==> src/rtl/auth_pkg.sv <==
// Shared types and default command bytes for the rider-authentication controller.
package auth_pkg;

    typedef enum logic [2:0] {
        S_OFF,
        S_PIN,
        S_PWR_LINK,
        S_PWR_GRACE,
        S_LOCK
    } state_t;

    localparam logic [7:0] GO_BYTE_DEF   = 8'h67;
    localparam logic [7:0] STOP_BYTE_DEF = 8'h73;

endpackage

==> src/rtl/UART_rx.sv <==
// 8N1 UART receiver: rx_rdy rises one clock after the stop-bit sample and holds until clr_rdy.
// BAUD_DIV is clocks per bit; a start bit that is high again at mid-bit is discarded as a glitch.
module UART_rx #(
    parameter int BAUD_DIV = 2604
) (
    input  logic       clk,
    input  logic       rst_n,
    input  logic       RX,
    input  logic       clr_rdy,
    output logic [7:0] rx_data,
    output logic       rx_rdy
);

    localparam int CW = (BAUD_DIV > 2) ? $clog2(BAUD_DIV) : 1;

    logic          r_rx_meta;
    logic          r_rx_sync;
    logic          r_busy;
    logic          r_rdy;
    logic [CW-1:0] r_baud_cnt;
    logic [3:0]    r_bit_cnt;
    logic [7:0]    r_data;
    logic          w_tick;

    assign w_tick  = r_busy && (r_baud_cnt == '0);
    assign rx_data = r_data;
    assign rx_rdy  = r_rdy;

    always_ff @(posedge clk or negedge rst_n) begin
        if (!rst_n) begin
            r_rx_meta <= 1'b1;
            r_rx_sync <= 1'b1;
        end else begin
            r_rx_meta <= RX;
            r_rx_sync <= r_rx_meta;
        end
    end

    // Bit 0 is the start-bit check, bits 1..8 are data (LSB first), bit 9 is stop.
    always_ff @(posedge clk or negedge rst_n) begin
        if (!rst_n) begin
            r_busy     <= 1'b0;
            r_baud_cnt <= '0;
            r_bit_cnt  <= '0;
            r_data     <= '0;
        end else if (!r_busy) begin
            if (!r_rx_sync) begin
                r_busy     <= 1'b1;
                r_baud_cnt <= CW'(BAUD_DIV / 2);
                r_bit_cnt  <= '0;
            end
        end else if (!w_tick) begin
            r_baud_cnt <= r_baud_cnt - 1'b1;
        end else begin
            r_baud_cnt <= CW'(BAUD_DIV - 1);
            r_bit_cnt  <= r_bit_cnt + 1'b1;
            if ((r_bit_cnt == 4'd0) && r_rx_sync) begin
                r_busy <= 1'b0;
            end else if (r_bit_cnt == 4'd9) begin
                r_busy <= 1'b0;
            end else if (r_bit_cnt != 4'd0) begin
                r_data <= {r_rx_sync, r_data[7:1]};
            end
        end
    end

    always_ff @(posedge clk or negedge rst_n) begin
        if (!rst_n) begin
            r_rdy <= 1'b0;
        end else if (w_tick && (r_bit_cnt == 4'd9) && r_rx_sync) begin
            r_rdy <= 1'b1;
        end else if (clr_rdy) begin
            r_rdy <= 1'b0;
        end
    end

endmodule

==> src/rtl/auth_ctrl.sv <==
// Rider auth / power-enable FSM fed by UART bytes; outputs register next-state (1 clk after rx_rdy).
// Every byte is consumed immediately; AUTH_PIN_EN adds PIN check, fail count and lockout.
module auth_ctrl
    import auth_pkg::*;
#(
    parameter logic [7:0]           GO_BYTE     = GO_BYTE_DEF,
    parameter logic [7:0]           STOP_BYTE   = STOP_BYTE_DEF,
    parameter int                   PIN_LEN     = 2,
    parameter logic [8*PIN_LEN-1:0] PIN         = 16'hA55A,
    parameter int                   MAX_FAIL    = 3,
    parameter int                   HB_TIMEOUT  = 50_000_000,
    parameter int                   OFF_GRACE   = 25_000_000,
    parameter int                   LOCK_CYCLES = 500_000_000,
    parameter int                   BAUD_DIV    = 2604
) (
    input  logic clk,
    input  logic rst_n,
    input  logic RX,
    input  logic rider_off,
    output logic pwr_up,
    output logic link_up,
    output logic locked,
    output logic auth_fail
);

    localparam int HBW = $clog2(HB_TIMEOUT + 1);
    localparam int GW  = $clog2(OFF_GRACE + 1);

    logic [7:0]     w_rx_data;
    logic           w_rx_rdy;
    logic           w_clr_rdy;
    state_t         r_state;
    state_t         w_state_nxt;
    logic [HBW-1:0] r_hb_cnt;
    logic [GW-1:0]  r_grace_cnt;
    logic           w_hb_live;
    logic           w_hb_exp;
    logic           w_grace_done;
    logic           w_is_go;
    logic           w_is_stop;
    logic           w_pwr_nxt;
    logic           w_link_nxt;
    logic           r_pwr_up;
    logic           r_link_up;

    UART_rx #(
        .BAUD_DIV (BAUD_DIV)
    ) u_uart_rx (
        .clk     (clk),
        .rst_n   (rst_n),
        .RX      (RX),
        .clr_rdy (w_clr_rdy),
        .rx_data (w_rx_data),
        .rx_rdy  (w_rx_rdy)
    );

    assign w_clr_rdy    = w_rx_rdy;
    assign w_is_go      = w_rx_rdy && (w_rx_data == GO_BYTE);
    assign w_is_stop    = w_rx_rdy && (w_rx_data == STOP_BYTE);
    assign w_hb_live    = (r_state == S_PIN) || (r_state == S_PWR_LINK);
    // A byte arriving in the expiry cycle wins, so expiry is masked by rx_rdy.
    assign w_hb_exp     = !w_rx_rdy && (r_hb_cnt == HBW'(HB_TIMEOUT - 1));
    assign w_grace_done = rider_off && (r_grace_cnt == GW'(OFF_GRACE - 1));

`ifdef AUTH_PIN_EN
    localparam int IW = (PIN_LEN > 1) ? $clog2(PIN_LEN) : 1;
    localparam int FW = $clog2(MAX_FAIL + 1);
    localparam int LW = $clog2(LOCK_CYCLES + 1);

    logic [IW-1:0] r_idx;
    logic [IW-1:0] w_idx_nxt;
    logic [FW-1:0] r_fail_cnt;
    logic [FW-1:0] w_fail_nxt;
    logic [LW-1:0] r_lock_cnt;
    logic [7:0]    w_pin_byte;
    logic          w_lock_done;
    logic          w_bad_pin;
    logic          w_lock_nxt;
    logic          r_locked;
    logic          r_auth_fail;

    // First PIN byte received is the most significant byte of PIN.
    assign w_pin_byte  = PIN[8*(PIN_LEN-1-int'(r_idx)) +: 8];
    assign w_lock_done = (r_lock_cnt == LW'(LOCK_CYCLES - 1));
`endif

    always_ff @(posedge clk or negedge rst_n) begin
        if (!rst_n) begin
            r_state   <= S_OFF;
            r_pwr_up  <= 1'b0;
            r_link_up <= 1'b0;
        end else begin
            r_state   <= w_state_nxt;
            r_pwr_up  <= w_pwr_nxt;
            r_link_up <= w_link_nxt;
        end
    end

    always_comb begin
        w_state_nxt = r_state;
`ifdef AUTH_PIN_EN
        w_idx_nxt   = r_idx;
        w_fail_nxt  = r_fail_cnt;
        w_bad_pin   = 1'b0;
`endif
        case (r_state)
            S_OFF: begin
                if (w_is_go) begin
`ifdef AUTH_PIN_EN
                    w_state_nxt = S_PIN;
                    w_idx_nxt   = '0;
`else
                    w_state_nxt = S_PWR_LINK;
`endif
                end
            end
`ifdef AUTH_PIN_EN
            S_PIN: begin
                if (w_rx_rdy) begin
                    if (w_rx_data != w_pin_byte) begin
                        w_bad_pin = 1'b1;
                        if (r_fail_cnt != FW'(MAX_FAIL)) begin
                            w_fail_nxt = r_fail_cnt + 1'b1;
                        end
                        w_state_nxt = (w_fail_nxt == FW'(MAX_FAIL)) ? S_LOCK : S_OFF;
                    end else if (r_idx == IW'(PIN_LEN - 1)) begin
                        w_state_nxt = S_PWR_LINK;
                        w_fail_nxt  = '0;
                    end else begin
                        w_idx_nxt = r_idx + 1'b1;
                    end
                end else if (w_hb_exp) begin
                    w_state_nxt = S_OFF;
                end
            end
            S_LOCK: begin
                if (w_lock_done) begin
                    w_state_nxt = S_OFF;
                    w_fail_nxt  = '0;
                end
            end
`endif
            S_PWR_LINK: begin
                if (w_is_stop || w_hb_exp) begin
                    w_state_nxt = rider_off ? S_OFF : S_PWR_GRACE;
                end
            end
            S_PWR_GRACE: begin
                if (w_is_go) begin
                    w_state_nxt = S_PWR_LINK;
                end else if (w_grace_done) begin
                    w_state_nxt = S_OFF;
                end
            end
            default: w_state_nxt = S_OFF;
        endcase
    end

    always_comb begin
        w_pwr_nxt  = (w_state_nxt == S_PWR_LINK) || (w_state_nxt == S_PWR_GRACE);
        w_link_nxt = (w_state_nxt == S_PWR_LINK);
`ifdef AUTH_PIN_EN
        w_lock_nxt = (w_state_nxt == S_LOCK);
`endif
    end

    // Heartbeat restarts on any byte and on entry into PIN/PWR_LINK.
    always_ff @(posedge clk or negedge rst_n) begin
        if (!rst_n) begin
            r_hb_cnt    <= '0;
            r_grace_cnt <= '0;
        end else begin
            if (w_rx_rdy || !w_hb_live || (w_state_nxt != r_state)) begin
                r_hb_cnt <= '0;
            end else begin
                r_hb_cnt <= r_hb_cnt + 1'b1;
            end
            if ((r_state == S_PWR_GRACE) && rider_off && (w_state_nxt == S_PWR_GRACE)) begin
                r_grace_cnt <= r_grace_cnt + 1'b1;
            end else begin
                r_grace_cnt <= '0;
            end
        end
    end

`ifdef AUTH_PIN_EN
    always_ff @(posedge clk or negedge rst_n) begin
        if (!rst_n) begin
            r_idx       <= '0;
            r_fail_cnt  <= '0;
            r_lock_cnt  <= '0;
            r_locked    <= 1'b0;
            r_auth_fail <= 1'b0;
        end else begin
            r_idx       <= w_idx_nxt;
            r_fail_cnt  <= w_fail_nxt;
            r_lock_cnt  <= ((r_state == S_LOCK) && (w_state_nxt == S_LOCK)) ? r_lock_cnt + 1'b1 : '0;
            r_locked    <= w_lock_nxt;
            r_auth_fail <= w_bad_pin;
        end
    end

    assign locked    = r_locked;
    assign auth_fail = r_auth_fail;
`else
    assign locked    = 1'b0;
    assign auth_fail = 1'b0;
`endif

    assign pwr_up  = r_pwr_up;
    assign link_up = r_link_up;

endmodule

==> config.mk <==
export PLATFORM = sky130hd
export DESIGN_NAME = auth_ctrl
export DESIGN_NICKNAME = d
export VERILOG_FILES = /design/src/rtl/auth_pkg.sv /design/src/rtl/UART_rx.sv /design/src/rtl/auth_ctrl.sv
export SDC_FILE = /design/constraint.sdc
export NUM_CORES = 1
export LEC_CHECK = 0
export CAP_MARGIN = 40
export CORE_ASPECT_RATIO = 0.8
export CORE_MARGIN = 2
export CORE_UTILIZATION = 67
export CTS_BUF_LIST = sky130_fd_sc_hd__clkbuf_16
export DETAILED_ROUTE_END_ITERATION = 12
export PLACE_DENSITY_LB_ADDON = 0.3
export SETUP_SLACK_MARGIN = 0.05
export SLEW_MARGIN = 25
export SYNTH_ARGS = -nofsm -noshare
export SYNTH_HDL_FRONTEND = slang
export SYNTH_HIERARCHICAL = 1
export SYNTH_SLANG_ARGS = --single-unit
==> constraint.sdc <==
create_clock -name clk -period 4.9 [get_ports clk]
set_input_delay 0.98 -clock clk [delete_from_list [all_inputs] [get_ports clk]]
set_output_delay 0.98 -clock clk [all_outputs]
set_load 0.005 [all_outputs]
==> results.yml <==
run_status:
  outcome: "completed"
setup_path:
  path_cells: "clkdlybuf4s50_1 > or3b_2 > nor4_2 > a21oi_1 > nand2_2 > nor2_1"
  r2r_start: "r_grace_cnt[10]"
  cp_num_buf_inv: 1
  critPathCaptureType: "flop"
  path_class: "input port to flop"
  critPathMaxStageDelay_ps: 560
  critPathRequiredTime_ps: 5100
  startpoint_type: "input port"
  reg2reg_slack_ps: 2690
  crit_path_end: "r_grace_cnt[21]"
  worstPathArrival_ps: 3020
  crit_path_start: "rider_off"
  crit_slowest_cell: "clkdlybuf4s50_1"
  path_depth: 6
  r2r_cells: 5
  cp_top_family: "simple AND/OR/NAND/NOR gates"
  critPathMaxFanout: 24
  r2r-end: "r_grace_cnt[21]"
cts:
  cts_max_path_buffers: 2
  clockRootBuffer: "clkbuf_16"
  insertion_delay_ps: 330
  h-tree-depth: 3
  cts_buffers: 9
  ctsResizeCount: 0
  clk_pin_slew_worst_paths_ps: 60
  cts_tree: "done"
  clock-sinks: 84
  hold_buffers: 0
  post_cts_buffers: 0
global_routing:
  grt_usage_pct: 27.5
  grt_max_degree: 47
  antenna_found_initial: 0
  grt_busiest_layer: "met2"
  grt_pass1_vias: 3249
  grt_overflow: 0
  met3_usage_pct: 5.84
  grt_use_met2_pct: 48.3
  grt_pass1_wl_um: 15100
  met1_usage_pct: 34.6
synthesis:
  avgSynthCellArea_sq_um: 10.2
  synth_edf_count: 0
  synth_top_area_share_pct: 47.5
  yosysWarnings: 6
  synth_cell_type_count: 62
  synthTopCellsByArea: "dfrtp_1 47%, xor2_1 6.9%, nor2_1 5.4%"
  synthesis.instances: 423
  synth_flop_cell: "dfrtp_1"
  seq_area_frac_synth_pct: 48.7
  yosysTopAreaCell: "dfrtp_1"
  ys_async_sr_fraction_pct: 100
  synth-seq-cells: 84
  synth.cell_area_sq_um: 4320
placement:
  gp_congestion: 0.818
  detailedPlace.worstSlack_ps: 1780
  portBuffers: 5
  placed_area_sq_um: 4440
  dp_hpwl_um: 5660
  place_inst: 505
routing:
  drc: 0
  wl_per_cell_um: 17.4
  drt-initial-drc-count: 217
  routed_wirelength_um: 9050
  via_per_inst: 6.27
  vias: 3269
  drtPass1Iterations: 4
  drtAntennaViolNets: 0
sta:
  worst_slew_pin_slew_ps: 781
  period_share_pct: 57.6
  maxSlewViolCount: 0
  finalSetupTns_ps: 0
  report.final.setup_viol: 0
  layout_setup_ws_ps: 2080
  hold_viol: 0
  relSlewSlack_pct: 47.5
  fin_worst_skew_ps: 7.15
  rsz0062_at_grt: "false"
  fin_crit_ps: 2820
  fmax_mhz: 354
layout:
  final_area_sq_um: 4790
  layout-drive-gt1-share_pct: 13.3
  antenna_cells: 0
  finalNonFillerCells: 521
  layout_common_cells: "82 x dfrtp_1, 62 x nor2_1, 34 x xor2_1"
  syn_to_final_growth_pct: 10.8
  fin_nets: 443
  layout_commonest_cell: "dfrtp_1"
floorplan:
  pin_count: 8
  dieArea_sq_um: 7120
  start_util_pct: 68.5
  rows: 26
  die_y_um: 75.9
  core_area_sq_um: 6310
  die_w_um: 93.8
hold_path:
  min_path_type: "flop to flop"
power:
  pwr_density_cell_nw_per_um2: 314
  leakage_nw: 1.97
  p_total_mw: 1.50
  vdd_ir_drop_max_uv: 217
flow_run:
  cap_violations: 0
cell families (layout without fill, tap and decap cells):
family / count (synthesis) / in the layout / share of synthesized area (%)
multiplexers: 10 / 10 / 2.55
other: 1 / 3 / 0.0867
XOR/XNOR: 50 / 50 / 10.1
AO/OA/AOI/OAI: 42 / 42 / 6.92
flip-flops: 84 / 84 / 48.7
buffers and inverters: 26 / 38 / 3.04
AND/OR/NAND/NOR: 203 / 203 / 26.6
adder cells (fa/ha/maj): 7 / 7 / 2.03
flip-flops by register name, summed over array words and instances (netlist names):
register	flops
link_up	1
pwr_up	1
r_grace_cnt	25
r_hb_cnt	26
r_state	3
u_uart_rx/r_baud_cnt	12
u_uart_rx/r_bit_cnt	4
u_uart_rx/r_busy	1
u_uart_rx/r_rx_meta	1
u_uart_rx/r_rx_sync	1
u_uart_rx/rx_data	8
u_uart_rx/rx_rdy	1
synth_stat cells, types with 4 or more instances:
| cell | count |
|---|---|
| inv_1 | 15 |
| xor2_1 | 34 |
| mux2_2 | 8 |
| nand2_1 | 25 |
| o21ai_0 | 11 |
| ha_1 | 7 |
| nand3_1 | 32 |
| nor2_2 | 6 |
| clkbuf_1 | 4 |
| nor4_1 | 5 |
| nor2_1 | 62 |
| nor4_2 | 6 |
| nand3b_1 | 4 |
| dfrtp_1 | 82 |
| buf_4 | 4 |
| nand4_1 | 14 |
| and3_1 | 8 |
| xnor2_1 | 16 |
| a21oi_1 | 10 |
worst reg2reg max path, stage by stage, from the launching register on:
cell and delay, ps:
dfrtp_1 420, or4b_1 510, nor4_1 430, a21oi_1 200
nand2_2 400, nor2_1 120
worst min-delay path by stage:
stage | from | endpoint | slack, ps | cells past startpoint
floorplan | u_uart_rx/r_rx_meta | u_uart_rx/r_rx_sync | 350 | 0
global placement | u_uart_rx/r_rx_meta | u_uart_rx/r_rx_sync | 350 | 0
detailed placement | u_uart_rx/r_rx_meta | u_uart_rx/r_rx_sync | 350 | 0
CTS | u_uart_rx/r_rx_meta | u_uart_rx/r_rx_sync | 360 | 0
global route | u_uart_rx/r_rx_meta | u_uart_rx/r_rx_sync | 370 | 0
finish | u_uart_rx/r_rx_meta | u_uart_rx/r_rx_sync | 360 | 0
through the flow:
stage | hold WS (ps) | util (%)
after floorplan | 345 | -
after CTS | 364 | 75.9
after global routing | 373 | 75.9
after global placement | 346 | 70.0
after detailed placement | 353 | 70.4
final | 360 | 75.9
cell type report:
class                   instances  area (sq um)
well taps                      84           105
fillers                       432          1520
clock buffers                   9           225
inverters                      15          56.3
multi-input cells             315          2100
repair buffers                  7          82.6
clock inverters                 7           123
flip-flops and latches         84          2100
power by group:
part	leakage [nW]	switching [mW]	internal, mW
clock	0.168	0.282	0.502
combinational	0.668	0.0155	0.00514
sequential	1.13	0.00218	0.695
total	1.97	0.300	1.20
per-layer routing:
| layer | part of all wire (%) | up-vias |
|---|---|---|
| li1 | - | 1503 |
| met1 | 42 | 1647 |
| met2 | 51 | 101 |
| met3 | 5.2 | 18 |
| met4 | 1.7 | 0 |
| met5 | 0 | - |
Power figures use the tool's default switching activity.
